**config.mk**
```make
export PLATFORM = sky130hd
export DESIGN_NAME = alu_exec_unit
export DESIGN_NICKNAME = d
export VERILOG_FILES = /design/src/rtl/alu_pkg.sv /design/src/rtl/alu_exec_unit_mdu.sv /design/src/rtl/alu_exec_unit.sv
export SDC_FILE = /design/constraint.sdc
export NUM_CORES = 1
export LEC_CHECK = 0
export BUFFER_PORTS_ARGS = -buffer_cell sky130_fd_sc_hd__buf_2
export CORE_MARGIN = 5
export CORE_UTILIZATION = 25
export DETAILED_ROUTE_END_ITERATION = 7
export GPL_ROUTABILITY_DRIVEN = 0
export SETUP_SLACK_MARGIN = 0.1
export SLEW_MARGIN = 20
export SYNTH_ARGS = -nofsm -noshare
export SYNTH_HDL_FRONTEND = slang
export SYNTH_SLANG_ARGS = --single-unit
```
**constraint.sdc**
```tcl
create_clock -name clk -period 2.5 [get_ports clk]
set_input_delay 0.5 -clock clk [delete_from_list [all_inputs] [get_ports clk]]
set_output_delay 0.5 -clock clk [all_outputs]
set_load 0.01 [all_outputs]
```
**src/rtl/alu_pkg.sv**
```systemverilog
// Shared encodings for the execute-stage ALU: main-decoder op classes, R-type
// function codes, 4-bit ALU control codes and the multiply/divide FSM states.
package alu_pkg;

  localparam logic [2:0] OP_ADD   = 3'b000;
  localparam logic [2:0] OP_BEQ   = 3'b001;
  localparam logic [2:0] OP_RTYPE = 3'b010;
  localparam logic [2:0] OP_AND   = 3'b011;
  localparam logic [2:0] OP_OR    = 3'b100;
  localparam logic [2:0] OP_BNE   = 3'b111;

  localparam logic [5:0] F_SLL   = 6'd0;
  localparam logic [5:0] F_SRL   = 6'd2;
  localparam logic [5:0] F_MFHI  = 6'd16;
  localparam logic [5:0] F_MFLO  = 6'd18;
  localparam logic [5:0] F_MULT  = 6'd24;
  localparam logic [5:0] F_MULTU = 6'd25;
  localparam logic [5:0] F_DIV   = 6'd26;
  localparam logic [5:0] F_DIVU  = 6'd27;
  localparam logic [5:0] F_ADD   = 6'd32;
  localparam logic [5:0] F_SUB   = 6'd34;
  localparam logic [5:0] F_AND   = 6'd36;
  localparam logic [5:0] F_OR    = 6'd37;
  localparam logic [5:0] F_SLT   = 6'd42;

  localparam logic [3:0] ALU_AND = 4'b0000;
  localparam logic [3:0] ALU_OR  = 4'b0001;
  localparam logic [3:0] ALU_ADD = 4'b0010;
  localparam logic [3:0] ALU_SLL = 4'b0100;
  localparam logic [3:0] ALU_SRL = 4'b0101;
  localparam logic [3:0] ALU_SUB = 4'b0110;
  localparam logic [3:0] ALU_SLT = 4'b0111;
  localparam logic [3:0] ALU_BEQ = 4'b1000;
  localparam logic [3:0] ALU_BNE = 4'b1001;
  localparam logic [3:0] ALU_MDU = 4'b1111;

  typedef enum logic [1:0] {
    ST_IDLE = 2'd0,
    ST_MUL  = 2'd1,
    ST_DIV  = 2'd2,
    ST_DONE = 2'd3
  } mdu_state_t;

endpackage

```
**src/rtl/alu_exec_unit_mdu.sv**
```systemverilog
// Iterative multiply/divide core: shift-add multiply and restoring divide on
// operand magnitudes, one bit per cycle for WIDTH cycles, with sign fix-up.
module alu_mdu_iter #(
  parameter int WIDTH = 32
) (
  input  logic             clk,
  input  logic             rst,
  input  logic             start,
  input  logic             op_div,
  input  logic             op_signed,
  input  logic [WIDTH-1:0] a,
  input  logic [WIDTH-1:0] b,
  output logic             done,
  output logic [WIDTH-1:0] hi_res,
  output logic [WIDTH-1:0] lo_res
);

  localparam int CW = $clog2(WIDTH);
  localparam logic [CW-1:0] LAST = CW'(WIDTH - 1);

  logic             busy;
  logic [CW-1:0]    cnt;
  logic [2*WIDTH-1:0] acc;
  logic [2*WIDTH-1:0] acc_nxt;
  logic [2*WIDTH-1:0] prod;
  logic [WIDTH-1:0] opnd;
  logic [WIDTH-1:0] dividend;
  logic [WIDTH-1:0] mag_a;
  logic [WIDTH-1:0] mag_b;
  logic [WIDTH-1:0] quot;
  logic [WIDTH-1:0] rem;
  logic [WIDTH:0]   mul_sum;
  logic [WIDTH:0]   div_trial;
  logic             is_div;
  logic             neg_q;
  logic             neg_r;
  logic             div_zero;

  // operand magnitudes and one iteration step
  always_comb begin
    if (op_signed && a[WIDTH-1]) mag_a = -a;
    else                         mag_a = a;
    if (op_signed && b[WIDTH-1]) mag_b = -b;
    else                         mag_b = b;

    mul_sum   = {1'b0, acc[2*WIDTH-1:WIDTH]} + (acc[0] ? {1'b0, opnd} : {(WIDTH+1){1'b0}});
    div_trial = acc[2*WIDTH-1:WIDTH-1] - {1'b0, opnd};
    if (is_div) begin
      if (!div_trial[WIDTH]) acc_nxt = {div_trial[WIDTH-1:0], acc[WIDTH-2:0], 1'b1};
      else                   acc_nxt = {acc[2*WIDTH-2:0], 1'b0};
    end else begin
      acc_nxt = {mul_sum, acc[WIDTH-1:1]};
    end
  end

  // iteration state: load on start, step until the last bit
  always_ff @(posedge clk or posedge rst) begin
    if (rst) begin
      busy     <= 1'b0;
      cnt      <= '0;
      acc      <= '0;
      opnd     <= '0;
      dividend <= '0;
      is_div   <= 1'b0;
      neg_q    <= 1'b0;
      neg_r    <= 1'b0;
      div_zero <= 1'b0;
    end else if (start) begin
      busy     <= 1'b1;
      cnt      <= '0;
      acc      <= {{WIDTH{1'b0}}, mag_a};
      opnd     <= mag_b;
      dividend <= a;
      is_div   <= op_div;
      neg_q    <= op_signed && (a[WIDTH-1] ^ b[WIDTH-1]);
      neg_r    <= op_signed && a[WIDTH-1];
      div_zero <= op_div && (b == '0);
    end else if (busy) begin
      acc <= acc_nxt;
      cnt <= cnt + CW'(1);
      if (cnt == LAST) busy <= 1'b0;
      else             busy <= 1'b1;
    end else begin
      busy <= 1'b0;
    end
  end

  assign done = busy && (cnt == LAST);

  // sign fix-up; divide by zero bypasses it and reports the raw dividend
  always_comb begin
    if (neg_q) prod = -acc;
    else       prod = acc;
    if (neg_q) quot = -acc[WIDTH-1:0];
    else       quot = acc[WIDTH-1:0];
    if (neg_r) rem = -acc[2*WIDTH-1:WIDTH];
    else       rem = acc[2*WIDTH-1:WIDTH];

    if (!is_div) begin
      hi_res = prod[2*WIDTH-1:WIDTH];
      lo_res = prod[WIDTH-1:0];
    end else if (div_zero) begin
      hi_res = dividend;
      lo_res = '1;
    end else begin
      hi_res = rem;
      lo_res = quot;
    end
  end

endmodule

```
**src/rtl/alu_exec_unit.sv**
```systemverilog
// Execute-stage ALU with ALU-control decode and registered results.
// Define ALU_MDU_EN to add the iterative mult/div unit with HI/LO registers.
module alu_exec_unit
  import alu_pkg::*;
#(
  parameter int WIDTH = 32,
  parameter int SH_W  = $clog2(WIDTH)
) (
  input  logic             clk,
  input  logic             rst,
  input  logic             in_valid,
  output logic             in_ready,
  input  logic [2:0]       aluop,
  input  logic [5:0]       func,
  input  logic [SH_W-1:0]  shamt,
  input  logic [WIDTH-1:0] a,
  input  logic [WIDTH-1:0] b,
  output logic             out_valid,
  output logic [WIDTH-1:0] result,
  output logic             zero,
  output logic             illegal,
  output logic [3:0]       aluctl,
  output logic [WIDTH-1:0] hi,
  output logic [WIDTH-1:0] lo
);

  logic             dec_ill;
  logic [WIDTH-1:0] alu_raw;
  logic [WIDTH-1:0] alu_res;
  logic             alu_zero;
  logic             accept;
  logic             alu_load;
  logic             mdu_load;
  logic [WIDTH-1:0] mdu_lo;
`ifdef ALU_MDU_EN
  logic             dec_mfhi;
  logic             dec_mflo;
  logic             dec_mul;
  logic             dec_div;
  logic             dec_signed;
  logic             mdu_done;
  logic [WIDTH-1:0] mdu_hi;
  mdu_state_t       state;
  mdu_state_t       state_nxt;
`endif

  // ALU-control decode from the main-decoder op class and function field
  always_comb begin
    aluctl  = ALU_ADD;
    dec_ill = 1'b0;
`ifdef ALU_MDU_EN
    dec_mfhi   = 1'b0;
    dec_mflo   = 1'b0;
    dec_mul    = 1'b0;
    dec_div    = 1'b0;
    dec_signed = 1'b0;
`endif
    case (aluop)
      OP_ADD: aluctl = ALU_ADD;
      OP_BEQ: aluctl = ALU_BEQ;
      OP_BNE: aluctl = ALU_BNE;
      OP_AND: aluctl = ALU_AND;
      OP_OR:  aluctl = ALU_OR;
      OP_RTYPE: begin
        case (func)
          F_ADD: aluctl = ALU_ADD;
          F_SUB: aluctl = ALU_SUB;
          F_AND: aluctl = ALU_AND;
          F_OR:  aluctl = ALU_OR;
          F_SLL: aluctl = ALU_SLL;
          F_SRL: aluctl = ALU_SRL;
          F_SLT: aluctl = ALU_SLT;
`ifdef ALU_MDU_EN
          F_MFHI:  begin aluctl = ALU_MDU; dec_mfhi = 1'b1; end
          F_MFLO:  begin aluctl = ALU_MDU; dec_mflo = 1'b1; end
          F_MULT:  begin aluctl = ALU_MDU; dec_mul = 1'b1; dec_signed = 1'b1; end
          F_MULTU: begin aluctl = ALU_MDU; dec_mul = 1'b1; end
          F_DIV:   begin aluctl = ALU_MDU; dec_div = 1'b1; dec_signed = 1'b1; end
          F_DIVU:  begin aluctl = ALU_MDU; dec_div = 1'b1; end
`endif
          default: dec_ill = 1'b1;
        endcase
      end
      default: dec_ill = 1'b1;
    endcase
  end

  // single-cycle datapath and branch condition
  always_comb begin
    alu_raw = '0;
    case (aluctl)
      ALU_ADD:                   alu_raw = a + b;
      ALU_SUB, ALU_BEQ, ALU_BNE: alu_raw = a - b;
      ALU_AND:                   alu_raw = a & b;
      ALU_OR:                    alu_raw = a | b;
      ALU_SLL:                   alu_raw = b << shamt;
      ALU_SRL:                   alu_raw = b >> shamt;
      ALU_SLT:                   alu_raw = {{(WIDTH-1){1'b0}}, ($signed(a) < $signed(b))};
`ifdef ALU_MDU_EN
      ALU_MDU: begin
        if (dec_mfhi)      alu_raw = hi;
        else if (dec_mflo) alu_raw = lo;
        else               alu_raw = '0;
      end
`endif
      default: alu_raw = '0;
    endcase
    if (dec_ill) alu_res = '0;
    else         alu_res = alu_raw;
    if (aluctl == ALU_BEQ)      alu_zero = (a == b);
    else if (aluctl == ALU_BNE) alu_zero = (a != b);
    else                        alu_zero = (alu_res == '0);
  end

`ifdef ALU_MDU_EN
  assign in_ready = (state == ST_IDLE);
  assign accept   = in_valid && in_ready;
  assign alu_load = accept && !(dec_mul || dec_div);
  assign mdu_load = (state == ST_DONE);

  alu_mdu_iter #(.WIDTH(WIDTH)) u_mdu (
    .clk       (clk),
    .rst       (rst),
    .start     (accept && (dec_mul || dec_div)),
    .op_div    (dec_div),
    .op_signed (dec_signed),
    .a         (a),
    .b         (b),
    .done      (mdu_done),
    .hi_res    (mdu_hi),
    .lo_res    (mdu_lo)
  );

  // mult/div sequencing state register
  always_ff @(posedge clk or posedge rst) begin
    if (rst) state <= ST_IDLE;
    else     state <= state_nxt;
  end

  // mult/div next state
  always_comb begin
    state_nxt = state;
    case (state)
      ST_IDLE: begin
        if (accept && dec_mul)      state_nxt = ST_MUL;
        else if (accept && dec_div) state_nxt = ST_DIV;
        else                        state_nxt = ST_IDLE;
      end
      ST_MUL, ST_DIV: begin
        if (mdu_done) state_nxt = ST_DONE;
        else          state_nxt = state;
      end
      ST_DONE: state_nxt = ST_IDLE;
      default: state_nxt = ST_IDLE;
    endcase
  end

  // HI/LO written once the iteration has finished
  always_ff @(posedge clk or posedge rst) begin
    if (rst) begin
      hi <= '0;
      lo <= '0;
    end else if (mdu_load) begin
      hi <= mdu_hi;
      lo <= mdu_lo;
    end else begin
      hi <= hi;
      lo <= lo;
    end
  end
`else
  assign in_ready = 1'b1;
  assign accept   = in_valid;
  assign alu_load = accept;
  assign mdu_load = 1'b0;
  assign mdu_lo   = '0;
  assign hi       = '0;
  assign lo       = '0;
`endif

  // registered result, flags and valid pulse
  always_ff @(posedge clk or posedge rst) begin
    if (rst) begin
      result    <= '0;
      out_valid <= 1'b0;
      illegal   <= 1'b0;
      zero      <= 1'b0;
    end else if (alu_load) begin
      result    <= alu_res;
      out_valid <= 1'b1;
      illegal   <= dec_ill;
      zero      <= alu_zero;
    end else if (mdu_load) begin
      result    <= mdu_lo;
      out_valid <= 1'b1;
      illegal   <= 1'b0;
      zero      <= (mdu_lo == '0);
    end else begin
      out_valid <= 1'b0;
    end
  end

endmodule
```
-- Word-level counts from Yosys, hierarchy flattened
Index checks and enable logic that the tools add are counted.
- register bits after elaboration: 35
- bits in latches: 0
- bits in writable memories: 0
- ROM bits: 0
- input bits: 81
- output and inout port bits: 104
- word-level logic and storage cells: 48
- memories: 0
- $add $sub $neg: 2
- multiply operators: 0
- div/mod/pow operators: 0
- $lt $le $gt $ge: 1
- equal/unequal tests: 21
- shift-type cells: 2
- muxes and demuxes: 9
- bitwise gates (word level): 2
- reductions and logical operators: 7
- operator list (operator ; count):
    $pmux W32 S7 ; 1
    $add A32 B32 Y32 ; 1
    $and A32 B32 Y32 ; 1
    $eq A32 B32 Y1 ; 1
    $logic_not A32 Y1 ; 1
    $lt A32 B32 Y1 ; 1
    $mux W32 ; 1
    $ne A32 B32 Y1 ; 1
    $or A32 B32 Y32 ; 1
    $shl A32 B5 Y32 ; 1
    $shr A32 B5 Y32 ; 1
    $sub A32 B32 Y32 ; 1
    $eq A6 B6 Y1 const B ; 5
    $pmux W4 S5 ; 1
    $pmux W3 S6 ; 1
    $eq A4 B3 Y1 const B ; 4
    $eq A4 B4 Y1 const B ; 2
    $reduce_or A7 Y1 ; 1
    $eq A3 B2 Y1 const B ; 2
    $eq A3 B3 Y1 const B ; 2
    $eq A6 B2 Y1 const B ; 1
    $logic_not A6 Y1 ; 1
    $reduce_or A5 Y1 ; 1
    $eq A4 B1 Y1 const B ; 1
    other kinds (7) ; 10

-- Longest topological paths before layout
- word-level depth: 10
- gate-level depth with buffers: 15
- depth with buffers taken out: 14

-- Least setup slack after synthesis
No wires, ideal clock.
- path type: in2reg
- start point: input b[9]
- end point: register zero
- library setup time: 0.103 ns
- data arrival time: 3.433 ns
- required time: 2.397 ns
- setup slack: -1.037 ns
- stages: 15
- buffers on the path: 2
- cells stage by stage: clkbuf_1 inv_1 ha_1 buf_2 inv_2 a21oi_1 o31ai_1 a2111oi_1 a32oi_1 mux2i_1 a2111oi_2 a21oi_1 nor3_1 nand4_1 o41ai_2
- longest elaborated chain between the ends: 6
- elaborated cells on any way between the ends: 14
- those cells by class: add/sub (2); order compare (1); eq/ne (2); shift (2); mux (4); bitwise (2); reduce/logical (1)
- RTL lines (element ; RTL line ; text):
    start: declaration ; alu_exec_unit.sv:17 ; input logic [WIDTH-1:0] b,
    $sub A32 B32 Y32, or another cell as far along ; alu_exec_unit.sv:93 ; ALU_SUB, ALU_BEQ, ALU_BNE: alu_raw = a - b;
    $pmux W32 S7 ; alu_exec_unit.sv:91 ; case (aluctl)
    $mux W32 ; alu_exec_unit.sv:108 ; if (dec_ill) alu_res = '0;
    $logic_not A32 Y1 ; alu_exec_unit.sv:112 ; else alu_zero = (alu_res == '0);
    $mux W1 ; alu_exec_unit.sv:111 ; else if (aluctl == ALU_BNE) alu_zero = (a != b);
    $mux W1 (*) ; alu_exec_unit.sv:110 ; if (aluctl == ALU_BEQ) alu_zero = (a == b);
    end signal: assignment ; alu_exec_unit.sv:192 ; zero <= alu_zero;
    end signal: assignment ; alu_exec_unit.sv:197 ; zero <= (mdu_lo == '0);
    end: declaration ; alu_exec_unit.sv:20 ; output logic zero,
Mark *: on every way between the ends. The rest lies on a longest branch, timed or not.
A chain may end at the register's enable or synchronous reset.

-- Worst setup path after layout
- start point: input shamt[0]
- end point: register zero
- longest elaborated chain between the ends: 6
- elaborated cells on any way between the ends: 7
- those cells by class: shift (2); mux (4); reduce/logical (1)
- RTL lines (element ; RTL line ; text):
    start: declaration ; alu_exec_unit.sv:15 ; input logic [SH_W-1:0] shamt,
    $shr A32 B5 Y32 / $shl A32 B5 Y32 (equally long branches) ; alu_exec_unit.sv:97, alu_exec_unit.sv:96 ;
    $pmux W32 S7 (*) ; alu_exec_unit.sv:91 ;
    $mux W32 (*) ; alu_exec_unit.sv:108 ;
    $logic_not A32 Y1 (*) ; alu_exec_unit.sv:112 ;
    $mux W1 (*) ; alu_exec_unit.sv:111 ;
    $mux W1 (*) ; alu_exec_unit.sv:110 ;
Marked as above.

==> run metrics <==
first-pass GRT wire length=90500 um; dpl hpwl=approximately 50000 um; fin util=between 40% and 50%; number of global-route vias before repair=between 15k and 20k; Leak=9.04 nW; DR iter-0 viols=~2.2k; crit-path cells=buf_12 > buf_4 > mux4_2 > nand2_1 > o31a_1 > a211oi_1 > a31oi_1 > a41oi_2 > a211oi_4 > nand4_1 > nor4_1 > buf_4 > nand4_1 > o41ai_2; Seq cells post-synth=35; Setup WS post-layout=-1.08 ns; CTS tree=built; Die Wd=222 um; warnings from Yosys=0; initial antenna violation count=1; M1 wire length=24300 um; relative slew slack=around 55%; critical path type=in2reg; share of synthesized flip-flops with an asynchronous set or reset=100%; cell count after synthesis=roughly 1.5k; CTS Buf Count=5; Max Cap Viol=0; worst reg2reg path depth=1; H-tree Lvls=2; reg2reg start=result[4]; Synth cell types=94; DR pass1 iterations=8; critical path arrival=roughly 3.8 ns; Hold Slack=between 0.3 and 0.4 ns; layout cell share with drive strength beyond 1=a little under three fifths; Die Span Y=~220 um; slowest library cell on the worst path=mux4_2; PwrDens=about 320 mW/mm^2; Via Count=16.0k; final WL=slightly above 60000 um; clk_lat worst skew=0.28 ns; post-route setup TNS=-11.39 ns; GRT Overall Usage=~23%; Post-DRT Antenna Nets=0; Clock Sink Count=35; met3 WL=roughly 6800 um; Post-Place Worst Slack=-1.57 ns; final setup violation count=28; Post-Place Cell Area=0.0170 mm^2; num ports=about 190; internal reg-to-reg setup slack=~1.7 ns; global route overflow=0; vias per std cell=around 5.7; DRC Markers=0; # fillers=just over 4k; CTS clk-pin slew, worst paths=about 0.050 ns; worst vdd ir=around 0.28 mV; Post-Synthesis Cell Area=0.0112 mm^2; kind of cell adding the most delay to the critical path=compound AO/OA/AOI/OAI gates; Cells after DPL=2725; CP startpoint kind=input pin; sequential share of the synthesized area=7.82%; Die ar.=about 0.049 mm^2; Top Metal Used=met4; initial core utilization=between 20% and 30%; PortBufs=roughly 120; CP bufs+invs=3; Worst Path Required=2.67 ns; Syn Area/Cell=roughly 7.4 um^2; Synth Flop Type=dfrtp_1; worst slew pin tran=about 0.66 ns; Max Clock Freq=279 MHz; RSZ-0062 raised after global routing=yes; routed len/inst=21.9 um; reg-to-reg endpoint=result[4]; Ant. Diodes=0; Post-synth EDFFs=0; Tcrit/Tclk final=143%; Core Region=roughly 0.044 mm^2; num rows=between 70 and 80; Clock Path Buffers=2; run status=finished with violations; worst hold-check path type=in2async; final instance area=approximately 0.02 mm^2; fin crit period=between 3 and 4 ns; Hold Fails Final Rpt=0; Critical Path Max Stage Delay=between 0.5 and 0.6 ns; synthesis-to-layout area growth=79.1%; Clock Skew=0 ns; post-layout power=between 6 and 7 mW; Clk Tree Root Cell=clkbuf_16; Critical Path Fanout Max=8; post-route non-filler standard cell count=between 2k and 3k; failing checks=setup timing; largest net degree at the start of global routing=36; met2 WL=26700 um; Layout Nets=around 2.4k; Slew Viols, Final=0; crit end category=register
[Yosys cell counts (27+ instances only)]
cell type / count / share of area, %
nand2_1: 128 / 4.3
nor2_1: 120 / 4.0
a21oi_1: 118 / 5.3
ha_1: 96 / 11
inv_1: 96 / 3.2
o21ai_0: 94 / 4.2
buf_4: 70 / 4.7
clkbuf_1: 56 / 1.9
mux4_2: 48 / 9.7
nor3_1: 46 / 2.1
mux2i_1: 41 / 3.7
dfrtp_1: 35 / 7.8
mux2_2: 33 / 3.3
buf_2: 32 / 1.4
a31oi_1: 30 / 1.7
xnor2_1: 27 / 2.1
[state kept, by name, indices dropped and copies added, names as in the netlist]
name / flops
illegal: 1
zero: 1
out_valid: 1
result: 32
[timing repair]
item | 4_1_cts | 5_1_grt
gates cloned | 3 | 1
resized for setup | 364 | 140
hold buffers | 0 | 0
endpoints found under the hold margin | 0 | 0
pin swaps | 110 | 86
setup endpoints to repair | 33 | 35
setup buffers | 80 | 28
[layout by cell type, fill, tap and decap left out, types with 12 or more instances in the layout]
master and instances:
a21o_1 16, nand2_1 119, mux4_2 48, buf_4 622
nor2_1 106, dfrtp_1 35, mux2_4 21, buf_6 80
ha_4 23, nand2b_1 18, conb_1 65, inv_1 68
xnor2_1 23, a221oi_2 12, nor2b_1 17, inv_2 16
o21ai_1 21, nor3_1 32, o21ai_0 56, o22ai_1 12
mux2i_1 32, nand3_1 22, ha_1 64, mux2_2 13
nand4_1 19, a21oi_1 81, buf_12 20, buf_2 83
o21ai_2 17, o211ai_1 21, a31oi_1 17, a21oi_2 35
[routing by layer]
metal	track usage, %	vias to the layer above
met3	4.89	310
met4	10.2	0
li1	-	6955
met1	30.1	7608
met2	36.0	1144
met5	0	-
[cells by family after synthesis]
| logic type | synth area share [%] |
|---|---|
| AOI/OAI and AO/OA | 29.6 |
| and+or+nand+nor | 19.7 |
| buffers and inverters | 12.2 |
| muxes | 17.2 |
| adders and majority gates | 11.1 |
| DFF | 7.82 |
| xor gates and xnor gates | 2.35 |
| other | 0.0671 |
[area by class of cell]
class / instances / area (um^2) / area share (%)
sequential: 35 / 876 / 4.37
multi-input combinational: 1262 / 11200 / 55.9
inverter: 106 / 504 / 2.51
clock buffer: 6 / 129 / 0.643
timing repair buffer: 817 / 6600 / 32.9
tap: 592 / 741 / 3.69
[worst max-delay path by stage]
stage | from | endpoint | slack (ns) | cells after the start
floorplan | b[16] | zero | -0.67 | 13
global placement | a[0] | zero | -1.53 | 17
detailed placement | a[0] | zero | -1.57 | 17
CTS | a[0] | zero | -0.88 | 17
global route | a[0] | zero | -1.13 | 17
finish | shamt[0] | zero | -1.08 | 14
[where the power goes]
group	switching [mW]	internal [mW]	total [mW]
Clock	0.207	0.357	0.564
Combinational	2.57	2.47	5.04
Sequential	0.0621	0.671	0.733
Total	2.84	3.49	6.34
[worst min-delay path, cell delays in order]
cell	delay, ns
buf_2	0.10
inv_1	0.04
buf_4	0.38
Note: power is estimated with default switching activity, not from simulation.
